`config.mk`:
```
export PLATFORM = sky130hd
export DESIGN_NAME = array_wr_arb4
export DESIGN_NICKNAME = d
export VERILOG_FILES = /design/src/rtl/array_wr_pkg.sv /design/src/rtl/array_wr_fifo.sv /design/src/rtl/array_wr_arb4.sv
export SDC_FILE = /design/constraint.sdc
export NUM_CORES = 1
export LEC_CHECK = 0
export BUFFER_PORTS_ARGS = -buffer_cell sky130_fd_sc_hd__clkbuf_2
export CAP_MARGIN = 20
export CORE_AREA = 5 5 189 191
export CTS_CLUSTER_DIAMETER = 30
export DETAILED_ROUTE_END_ITERATION = 6
export DIE_AREA = 0 0 194 196
export GPL_TIMING_DRIVEN = 1
export PLACE_DENSITY = 0.81
export SYNTH_ARGS = -nofsm -noshare
export SYNTH_HDL_FRONTEND = slang
export SYNTH_HIERARCHICAL = 1
export SYNTH_SLANG_ARGS = --single-unit
```
`constraint.sdc`:
```
create_clock -name wclk -period 8.1 [get_ports wclk]
set_clock_uncertainty 0.15 [all_clocks]
set_input_delay 1.215 -clock wclk [delete_from_list [all_inputs] [get_ports wclk]]
set_output_delay 1.215 -clock wclk [all_outputs]
set_load 0.02 [all_outputs]
```
`src/rtl/array_wr_pkg.sv`:
```
`default_nettype none
// ---------------------------------------------------------------------------
// array_wr_pkg : shared constants and round-robin pointer type for array_wr_arb4
// Revision: 1.0
// ---------------------------------------------------------------------------
package array_wr_pkg;

  localparam int NCLIENT       = 4;
  localparam int DEF_ADDRBIT   = 9;
  localparam int DEF_WIDTH     = 32;
  localparam int DEF_FIFODEPTH = 2;
  localparam int DEF_CNTBIT    = 3;

  // Client n is encoded as n-1 so the 2-bit pointer wraps 4 -> 1 for free.
  typedef enum logic [1:0] {
    RR_C1 = 2'd0,
    RR_C2 = 2'd1,
    RR_C3 = 2'd2,
    RR_C4 = 2'd3
  } rr_ptr_e;

  function automatic rr_ptr_e rr_next(input rr_ptr_e p);
    return rr_ptr_e'(p + 2'd1);
  endfunction

endpackage
`default_nettype wire

```
`src/rtl/array_wr_fifo.sv`:
```
`default_nettype none
// ---------------------------------------------------------------------------
// array_wr_fifo : per-client in-order {addr,data} queue, FIFODEPTH entries
// Revision: 1.0
// ---------------------------------------------------------------------------
module array_wr_fifo
  import array_wr_pkg::*;
#(
  parameter int ADDRBIT   = DEF_ADDRBIT,
  parameter int WIDTH     = DEF_WIDTH,
  parameter int FIFODEPTH = DEF_FIFODEPTH,
  parameter int CNTBIT    = DEF_CNTBIT
) (
  input  logic                     rst_,
  input  logic                     wclk,
  input  logic                     push,
  input  logic                     pop,
  input  logic [ADDRBIT+WIDTH-1:0] din,
  output logic [ADDRBIT+WIDTH-1:0] head,
  output logic [CNTBIT-1:0]        cnt,
  output logic                     full,
  output logic                     empty
);

  localparam int DW     = ADDRBIT + WIDTH;
  localparam int PTRBIT = $clog2(FIFODEPTH);
  localparam logic [PTRBIT-1:0] LAST = PTRBIT'(FIFODEPTH - 1);

  logic [DW-1:0]     mem_q [FIFODEPTH];
  logic [DW-1:0]     mem_d [FIFODEPTH];
  logic [PTRBIT-1:0] wr_ptr_q, wr_ptr_d;
  logic [PTRBIT-1:0] rd_ptr_q, rd_ptr_d;
  logic [CNTBIT-1:0] cnt_q, cnt_d;
  logic              push_ok, pop_ok;

  assign full    = (cnt_q == CNTBIT'(FIFODEPTH));
  assign empty   = (cnt_q == '0);
  assign push_ok = push & ~full;
  assign pop_ok  = pop & ~empty;
  assign head    = mem_q[rd_ptr_q];
  assign cnt     = cnt_q;

  always_comb begin
    mem_d    = mem_q;
    wr_ptr_d = wr_ptr_q;
    rd_ptr_d = rd_ptr_q;
    cnt_d    = cnt_q;
    if (push_ok) begin
      mem_d[wr_ptr_q] = din;
      wr_ptr_d        = (wr_ptr_q == LAST) ? '0 : wr_ptr_q + 1'b1;
    end
    if (pop_ok) begin
      rd_ptr_d = (rd_ptr_q == LAST) ? '0 : rd_ptr_q + 1'b1;
    end
    // Simultaneous push and pop leaves the occupancy unchanged.
    case ({push_ok, pop_ok})
      2'b10:   cnt_d = cnt_q + 1'b1;
      2'b01:   cnt_d = cnt_q - 1'b1;
      default: cnt_d = cnt_q;
    endcase
  end

  always_ff @(posedge wclk or negedge rst_) begin
    if (!rst_) begin
      for (int i = 0; i < FIFODEPTH; i++) mem_q[i] <= '0;
      wr_ptr_q <= '0;
      rd_ptr_q <= '0;
      cnt_q    <= '0;
    end else begin
      mem_q    <= mem_d;
      wr_ptr_q <= wr_ptr_d;
      rd_ptr_q <= rd_ptr_d;
      cnt_q    <= cnt_d;
    end
  end

`ifndef SYNTHESIS
  a_no_overflow:  assert property (@(posedge wclk) disable iff (!rst_) cnt_q <= CNTBIT'(FIFODEPTH));
  a_no_overpush:  assert property (@(posedge wclk) disable iff (!rst_) !(push && full));
  a_no_underflow: assert property (@(posedge wclk) disable iff (!rst_) !(pop && empty));
`endif

endmodule
`default_nettype wire

```
`src/rtl/array_wr_arb4.sv`:
```
`default_nettype none
// ---------------------------------------------------------------------------
// array_wr_arb4 : four-client round-robin serialiser onto a single array write port
// Revision: 1.0
// ---------------------------------------------------------------------------
module array_wr_arb4
  import array_wr_pkg::*;
#(
  parameter int ADDRBIT   = DEF_ADDRBIT,
  parameter int WIDTH     = DEF_WIDTH,
  parameter int FIFODEPTH = DEF_FIFODEPTH,
  parameter int CNTBIT    = DEF_CNTBIT
) (
  input  logic               rst_,
  input  logic               wclk,
  input  logic               vld1,
  input  logic               vld2,
  input  logic               vld3,
  input  logic               vld4,
  input  logic [ADDRBIT-1:0] adr1,
  input  logic [ADDRBIT-1:0] adr2,
  input  logic [ADDRBIT-1:0] adr3,
  input  logic [ADDRBIT-1:0] adr4,
  input  logic [WIDTH-1:0]   dat1,
  input  logic [WIDTH-1:0]   dat2,
  input  logic [WIDTH-1:0]   dat3,
  input  logic [WIDTH-1:0]   dat4,
  output logic               rdy1,
  output logic               rdy2,
  output logic               rdy3,
  output logic               rdy4,
  output logic [ADDRBIT-1:0] wa,
  output logic               we,
  output logic [WIDTH-1:0]   di,
  output logic [CNTBIT-1:0]  cnt1,
  output logic [CNTBIT-1:0]  cnt2,
  output logic [CNTBIT-1:0]  cnt3,
  output logic [CNTBIT-1:0]  cnt4,
  output logic               busy
);

  localparam int DW = ADDRBIT + WIDTH;

  logic [NCLIENT-1:0] vld, push, pop, full, empty;
  logic [DW-1:0]      din  [NCLIENT];
  logic [DW-1:0]      head [NCLIENT];
  logic [CNTBIT-1:0]  cnt  [NCLIENT];

  assign vld    = {vld4, vld3, vld2, vld1};
  assign din[0] = {adr1, dat1};
  assign din[1] = {adr2, dat2};
  assign din[2] = {adr3, dat3};
  assign din[3] = {adr4, dat4};

  // Ready depends on occupancy only, so a full FIFO never takes a push in its pop cycle.
  assign rdy1 = ~full[0];
  assign rdy2 = ~full[1];
  assign rdy3 = ~full[2];
  assign rdy4 = ~full[3];
  assign cnt1 = cnt[0];
  assign cnt2 = cnt[1];
  assign cnt3 = cnt[2];
  assign cnt4 = cnt[3];

  generate
    for (genvar i = 0; i < NCLIENT; i++) begin : g_fifo
      assign push[i] = vld[i] & ~full[i];
      array_wr_fifo #(
        .ADDRBIT  (ADDRBIT),
        .WIDTH    (WIDTH),
        .FIFODEPTH(FIFODEPTH),
        .CNTBIT   (CNTBIT)
      ) u_fifo (
        .rst_ (rst_),
        .wclk (wclk),
        .push (push[i]),
        .pop  (pop[i]),
        .din  (din[i]),
        .head (head[i]),
        .cnt  (cnt[i]),
        .full (full[i]),
        .empty(empty[i])
      );
    end
  endgenerate

  rr_ptr_e            ptr_q, ptr_d;
  logic               we_q, we_d;
  logic [ADDRBIT-1:0] wa_q, wa_d;
  logic [WIDTH-1:0]   di_q, di_d;
  logic               gnt_vld;
  logic [1:0]         gnt_idx;
  logic [1:0]         scan_idx;

  // First non-empty FIFO at or after the pointer, wrapping through the 2-bit index.
  always_comb begin
    gnt_vld  = 1'b0;
    gnt_idx  = ptr_q;
    scan_idx = '0;
    for (int k = 0; k < NCLIENT; k++) begin
      scan_idx = ptr_q + 2'(k);
      if (!gnt_vld && !empty[scan_idx]) begin
        gnt_vld = 1'b1;
        gnt_idx = scan_idx;
      end
    end
  end

  assign pop = gnt_vld ? (NCLIENT'(1) << gnt_idx) : '0;

  always_comb begin
    we_d  = gnt_vld;
    wa_d  = wa_q;
    di_d  = di_q;
    ptr_d = ptr_q;
    if (gnt_vld) begin
      {wa_d, di_d} = head[gnt_idx];
      ptr_d        = rr_next(rr_ptr_e'(gnt_idx));
    end
  end

  always_ff @(posedge wclk or negedge rst_) begin
    if (!rst_) begin
      ptr_q <= RR_C1;
      we_q  <= 1'b0;
      wa_q  <= '0;
      di_q  <= '0;
    end else begin
      ptr_q <= ptr_d;
      we_q  <= we_d;
      wa_q  <= wa_d;
      di_q  <= di_d;
    end
  end

  assign we   = we_q;
  assign wa   = wa_q;
  assign di   = di_q;
  assign busy = ~&empty | we_q;

endmodule
`default_nettype wire

```
======== Word level (Yosys, flattened, before mapping) ========
Index checks and enable logic that the tools add are counted.
storage, ports and cells
  word-level logic and storage cells ...... 181
  input bits .............................. 170
  output and inout bits ................... 59
  flip-flop bits (word level) ............. 392
cells by class
  bitwise operators ....................... 30
  shift-type cells ........................ 1
  equality and inequality tests ........... 12
  order comparisons ....................... 17
  add/sub/neg operators ................... 20
  reduce and logical (&&, ||, !) cells .... 22
  mux-type cells .......................... 55
operators with widths
  kind                                                         number
  2-to-1 mux 41 bit                                            18
  bitwise mux 82 bit                                           4
  demux 41 bit (select 1 bit)                                  4
  binary-select mux 41 bit (select 2 bit)                      1
  case mux 3 bit (2 select lines)                              4
  greater-or-equal comparator 2 bit (second input constant)    8
  2-to-1 mux 1 bit                                             16
  NOT 1 -> 2 bit                                               8
  adder 3 x 1 -> 3 bit (second input constant)                 4
  AND 1 bit                                                    12
  == test 3 x 2 -> 1 bit (second input constant)               4
  logical NOT 3 bit                                            4
  less-than comparator 2 x 3 -> 1 bit (second input constant)  4
  subtractor 3 x 1 -> 3 bit (second input constant)            4
  adder 1 bit (second input constant)                          8
  binary-select mux 1 bit (select 2 bit)                       4
  == test 2 x 1 -> 1 bit (second input constant)               4
  == test 2 bit (second input constant)                        4
  less-than comparator 2 x 1 -> 1 bit (second input constant)  4
  NOT 1 bit                                                    8
  nonzero test 2 bit                                           4
  logical AND 1 bit                                            7
  logical NOT 1 bit                                            6
  2-to-1 mux 2 bit                                             3
  other kinds (8)                                              10

======== Logic depth before layout (Yosys ltp) ========
  depth in word-level cells ............... 17
  gate-level depth with buffers ........... 15
  depth with buffers taken out ............ 13

======== Cells and area by module ========
Netlist, hierarchy kept.
by module, submodules not included
  module         area each (um^2)  times used  seq. area each (um^2)  cells each
  array_wr_fifo  4147.7            4           2177.1                 242
  array_wr_arb4  3338.2            1           1101.1                 381

======== Worst setup path before layout ========
Ideal clock, no wire load.
  path kind ............................... register -> register
  from .................................... register g_fifo[2].u_fifo.cnt_q[0]
  to ...................................... register g_fifo[3].u_fifo.cnt_q[2]
  library setup time ...................... 0.080 ns
  setup slack ............................. 4.457 ns
  arrival ................................. 3.413 ns
  data required time ...................... 7.870 ns
  buffers on the path ..................... 1
  cell stages (with the launch flop) ...... 15
  clock period less this slack ............ 3.643 ns
  path through ............................ dfrtp_1 > nor3_1 > or2_2 > nand2_2 > a221oi_4 > buf_6 > nand2_1 > nor2_1 > nor2b_1 > ha_1 > inv_1 > fa_1 > xor2_1 > nor2_1 > xor2_1
between the ends
  word-level cells in the longest chain between the ends .. 17
  elaborated cells between the ends (all ways) .. 31
  classes of those cells .................. eq/ne (2); shift (1); mux (17); bitwise (1); reduce/logical (10)
ends and longest elaborated chain
  element                                                                line                  text
  start: declaration                                                     array_wr_fifo.sv:33   logic [CNTBIT-1:0] cnt_q, cnt_d;
  start signal: assignment                                               array_wr_fifo.sv:73   cnt_q <= cnt_d;
  logical NOT 3 bit *                                                    array_wr_fifo.sv:37   assign empty = (cnt_q == '0);
  net empty[2]                                                           array_wr_arb4.sv:44   logic [NCLIENT-1:0] vld, push, pop, full, empty;
  binary-select mux 1 bit (select 2 bit)                                 array_wr_arb4.sv:102  if (!gnt_vld && !empty[scan_idx]) begin
  2-to-1 mux 1 bit (implied by the code)                                 array_wr_arb4.sv:102
  logical NOT 1 bit                                                      array_wr_arb4.sv:102
  logical AND 1 bit                                                      array_wr_arb4.sv:102
  2-to-1 mux 1 bit                                                       array_wr_arb4.sv:102
  logical NOT 1 bit                                                      array_wr_arb4.sv:102
  (+3 left out)                                                          -
  logical AND 1 bit                                                      array_wr_arb4.sv:102
  2-to-1 mux 2 bit                                                       array_wr_arb4.sv:102
  << shifter 1 x 2 -> 4 bit                                              array_wr_arb4.sv:109  assign pop = gnt_vld ? (NCLIENT'(1) << gnt_idx) : '0;
  2-to-1 mux 4 bit *                                                     array_wr_arb4.sv:109
  net pop[3]                                                             array_wr_arb4.sv:44
  AND 1 bit *                                                            array_wr_fifo.sv:39   assign pop_ok = pop & ~empty;
  == test 2 x 1 -> 1 bit or == test 2 bit (tied branches)                array_wr_fifo.sv:56   case ({push_ok, pop_ok})
  case mux 3 bit (2 select lines) or nonzero test 2 bit (tied branches)  -
  end signal: assignment                                                 array_wr_fifo.sv:73
  end: declaration                                                       array_wr_fifo.sv:33
The timed path passes the listed nets; every way through them passes the cells marked *. The select of a mux whose other input is x is not followed.
A chain may end at the register's enable or synchronous reset.

======== Final worst setup path ========
  from .................................... register g_fifo[2].u_fifo.cnt_q[0]
  to ...................................... output busy
between the ends
  word-level cells in the longest chain between the ends .. 4
ends and longest elaborated chain
  element              line                  text
  logical NOT 3 bit    array_wr_fifo.sv:37
  net empty[2]         array_wr_arb4.sv:44
  AND reduction 4 bit  array_wr_arb4.sv:139  assign busy = ~&empty | we_q;
  logical NOT 1 bit    array_wr_arb4.sv:139
  OR 1 bit             array_wr_arb4.sv:139
  end: declaration     array_wr_arb4.sv:39   output logic busy
The timed path passes the listed nets, and every way through them passes these cells.

==> impl_metrics.tcl <==
set metrics [dict create \
    cp-end-kind "primary output" \
    fmax_ghz 0.230 \
    slew_headroom_pct 25.2 \
    yosys-top-cells-area "dfrtp_1, mux2_4, mux2_2" \
    initial_utilization_pct 58.7 \
    synth-edff-count 0 \
    fp-row-count 68 \
    hpwlAfterDp_mm 31.2 \
    synth-simple-area-share_pct 5.13 \
    cts_tree "done" \
    ios 229 \
    synth_compound_area_share_pct 3.97 \
    die_y_um 196 \
    syn-cell-area_um2 19900 \
    yosysUniqueCellTypes 44 \
    critPathKind "reg -> out" \
    antenna_found_initial 1 \
    worstSkewPairLatency_ns 0.59 \
    crit_path_start_kind "register" \
    gp_congestion 0.855 \
    tns_ns 0 \
    vdd_ir_drop_max_uv 319 \
    synth-async-reset-ratio_pct 100 \
    cts_resized 0 \
    dieArea_um2 38000 \
    cellPowerDensity_nw_per_um2 534 \
    synth_mux_area_share_pct 36.3 \
    cts-root-buf "clkbuf_16" \
    htree_num_levels 3 \
    rsz0062_at_grt "false" \
    yosysTopAreaCellShare_pct 49.2 \
    placedCellCount 1953 \
    coreArea_um2 33900 \
    vias 12200 \
    nNetsFinal 1764 \
    antenna_left 0 \
    crit_arrival_ns 2.99 \
    dieWidth_um 194 \
    clkTransAtPathRegs_ns 0.05 \
    cts_buffers 85 \
    synth_flop_cell "dfrtp_1" \
    drt-total-wl_mm 50.5 \
    syn_area_per_cell_um2 14.8 \
    grt_max_degree 137 \
    tightestPinTransition_ns 1.12 \
    syn2layout_area_growth_pct 21.1 \
    synth_xor_area_share_pct 0.879 \
    period_share_pct 53.8 \
    rrSetupSlack_ns 3.96 \
    finalSetupViolations 0 \
    drt_iter0_drc 804 \
    grt_util_all_layers_pct 26.1 \
    postCtsHoldBufs 0 \
    p_leak_nw 11.1 \
    grt_pass1_vias 13300 \
    yosysSeqAreaShare_pct 49.2 \
    slew_violations 0 \
    dr.pass1.iters 4 \
    fin_cells 2113 \
    grt_overflow 0 \
    io_buffers 228 \
    fin_crit_ns 4.35 \
    yosysWarningCount 6 \
    clk_path_buf_depth 3 \
    p_total_mw 12.9 \
    ys_ff_latch 392 \
    max_cap_violations 0 \
    wire_per_inst_um 23.9 \
    run_status "completed" \
    hp-class "reg -> reg" \
    grt_pass1_wl_mm 78.9 \
    synth_top_family_by_area "multiplexers" \
    yosys.area.top_type "dfrtp_1" \
    drive_gt1_share_pct 59.4 \
    whs_ns 0.355 \
    synthAdderAreaFrac_pct 0.653 \
    drcViolationCount 0 \
    required_ns 6.73 \
    nFillCells 2192 \
    cts.sinks 392 \
    synth_cells 1349 \
    syn_nets 1527 \
    worstPathMaxFanout 44 \
    hold_viol_final 0 \
    viasPerCell 5.76 \
    postCtsSetupBuffers 0 \
]
worst paths after layout:
path | startpoint | end | cells after the start
min in group asynchronous | rst_ | g_fifo[2].u_fifo/mem_q[15]$_DFFE_PN0P_ | 1
max | g_fifo[2].u_fifo/cnt[0]$_DFFE_PN0P_ | busy | 5
max in group asynchronous | rst_ | g_fifo[1].u_fifo/rd_ptr_q$_DFFE_PN0N_ | 2
min reg2reg | g_fifo[1].u_fifo/mem_q[13]$_DFFE_PN0P_ | g_fifo[1].u_fifo/mem_q[13]$_DFFE_PN0P_ | 1
max reg2reg | g_fifo[3].u_fifo/cnt[0]$_DFFE_PN0P_ | g_fifo[0].u_fifo/cnt[2]$_DFFE_PN0P_ | 13
min | g_fifo[1].u_fifo/mem_q[13]$_DFFE_PN0P_ | g_fifo[1].u_fifo/mem_q[13]$_DFFE_PN0P_ | 1
cells in the mapped netlist, types with 4 or more instances:
cell type / instances
fa_1: 4
inv_1: 17
mux2_4: 320
nand2_1: 7
buf_6: 37
nor3b_4: 8
nor2b_1: 9
nand2b_1: 5
xor2_1: 12
a221oi_1: 41
nor2_4: 4
dfrtp_1: 392
nor3_1: 6
nor2_1: 50
xnor2_1: 8
ha_1: 4
nand3_1: 83
buf_2: 38
a21oi_2: 30
clkbuf_1: 20
a21oi_1: 13
mux2_2: 213
mux2i_1: 4
metal layers:
layer  GRT usage (%)  routed length (um)  part of all wire [%]  vias up
met2            39.6               23100                    46      373
met3            5.96                2650                   5.2       82
met1            37.2               23300                    46     6350
met5               0                   0                     0        -
met4            9.69                1490                   2.9        0
li1                -                   -                     -     5372
cell usage in the layout (no fill, tap or decap), drive strengths merged, types with 9 or more instances in the layout:
cell type	Yosys	routed
clkbuf	20	335
nand3	83	83
a221oi	42	42
clkinv	0	23
nor2	54	54
inv	18	29
bufinv	0	10
dfrtp	392	392
nor2b	9	9
mux2	533	533
a21oi	43	43
buf	77	19
xor2	12	12
worst max-delay path, cell delays in order (launching register included):
cell	delay, ns
dfrtp_1	0.45
nor3_1	0.76
and4_2	0.38
buf_4	0.48
nand2b_1	0.12
clkbuf_2	0.18
final cells by class:
type / instances / area, um2 / area share (%)
Multi-Input combinational cell: 842 / 9390 / 38.9
Antenna cell: 1 / 2.50 / 0.0104
Timing Repair Buffer: 247 / 1320 / 5.46
Sequential cell: 392 / 9810 / 40.7
Inverter: 18 / 67.6 / 0.280
Clock inverter: 51 / 602 / 2.49
Clock buffer: 107 / 2370 / 9.83
Tap cell: 455 / 569 / 2.36
power by group:
part / switching (mW) / total [mW] / internal [mW] / leakage (nW)
combinational: 2.42 / 5.50 / 3.08 / 5.03
sequential: 0.815 / 3.83 / 3.02 / 4.62
clock: 1.16 / 3.56 / 2.40 / 1.45
total: 4.39 / 12.9 / 8.50 / 11.1
metrics by stage:
| step | utilization, % | area (um2) | setup slack (ns) |
|---|---|---|---|
| after floorplan | - | 19900 | 4.46 |
| after global placement | 62.3 | 21200 | 4.05 |
| after detailed placement | 62.3 | 21200 | 3.90 |
| after CTS | 71.1 | 24100 | 3.53 |
| after global routing | 71.1 | 24100 | 3.56 |
| final | 71.1 | 24100 | 3.75 |
flip-flops by register name (all words and copies together) (netlist names):
register and count:
g_fifo.u_fifo/rd_ptr_q 4, g_fifo.u_fifo/mem_q 328, we 1, di 32, wa 9, ptr_q 2, g_fifo.u_fifo/cnt 12, g_fifo.u_fifo/wr_ptr_q 4
cell families after synthesis:
| logic type | after synthesis |
|---|---|
| compound gates | 95 |
| xor+xnor | 20 |
| fa+ha+maj | 8 |
| mux | 537 |
| flops | 392 |
| simple gates | 182 |
| buf+inv | 115 |
Note: power is estimated with default switching activity, not from simulation.
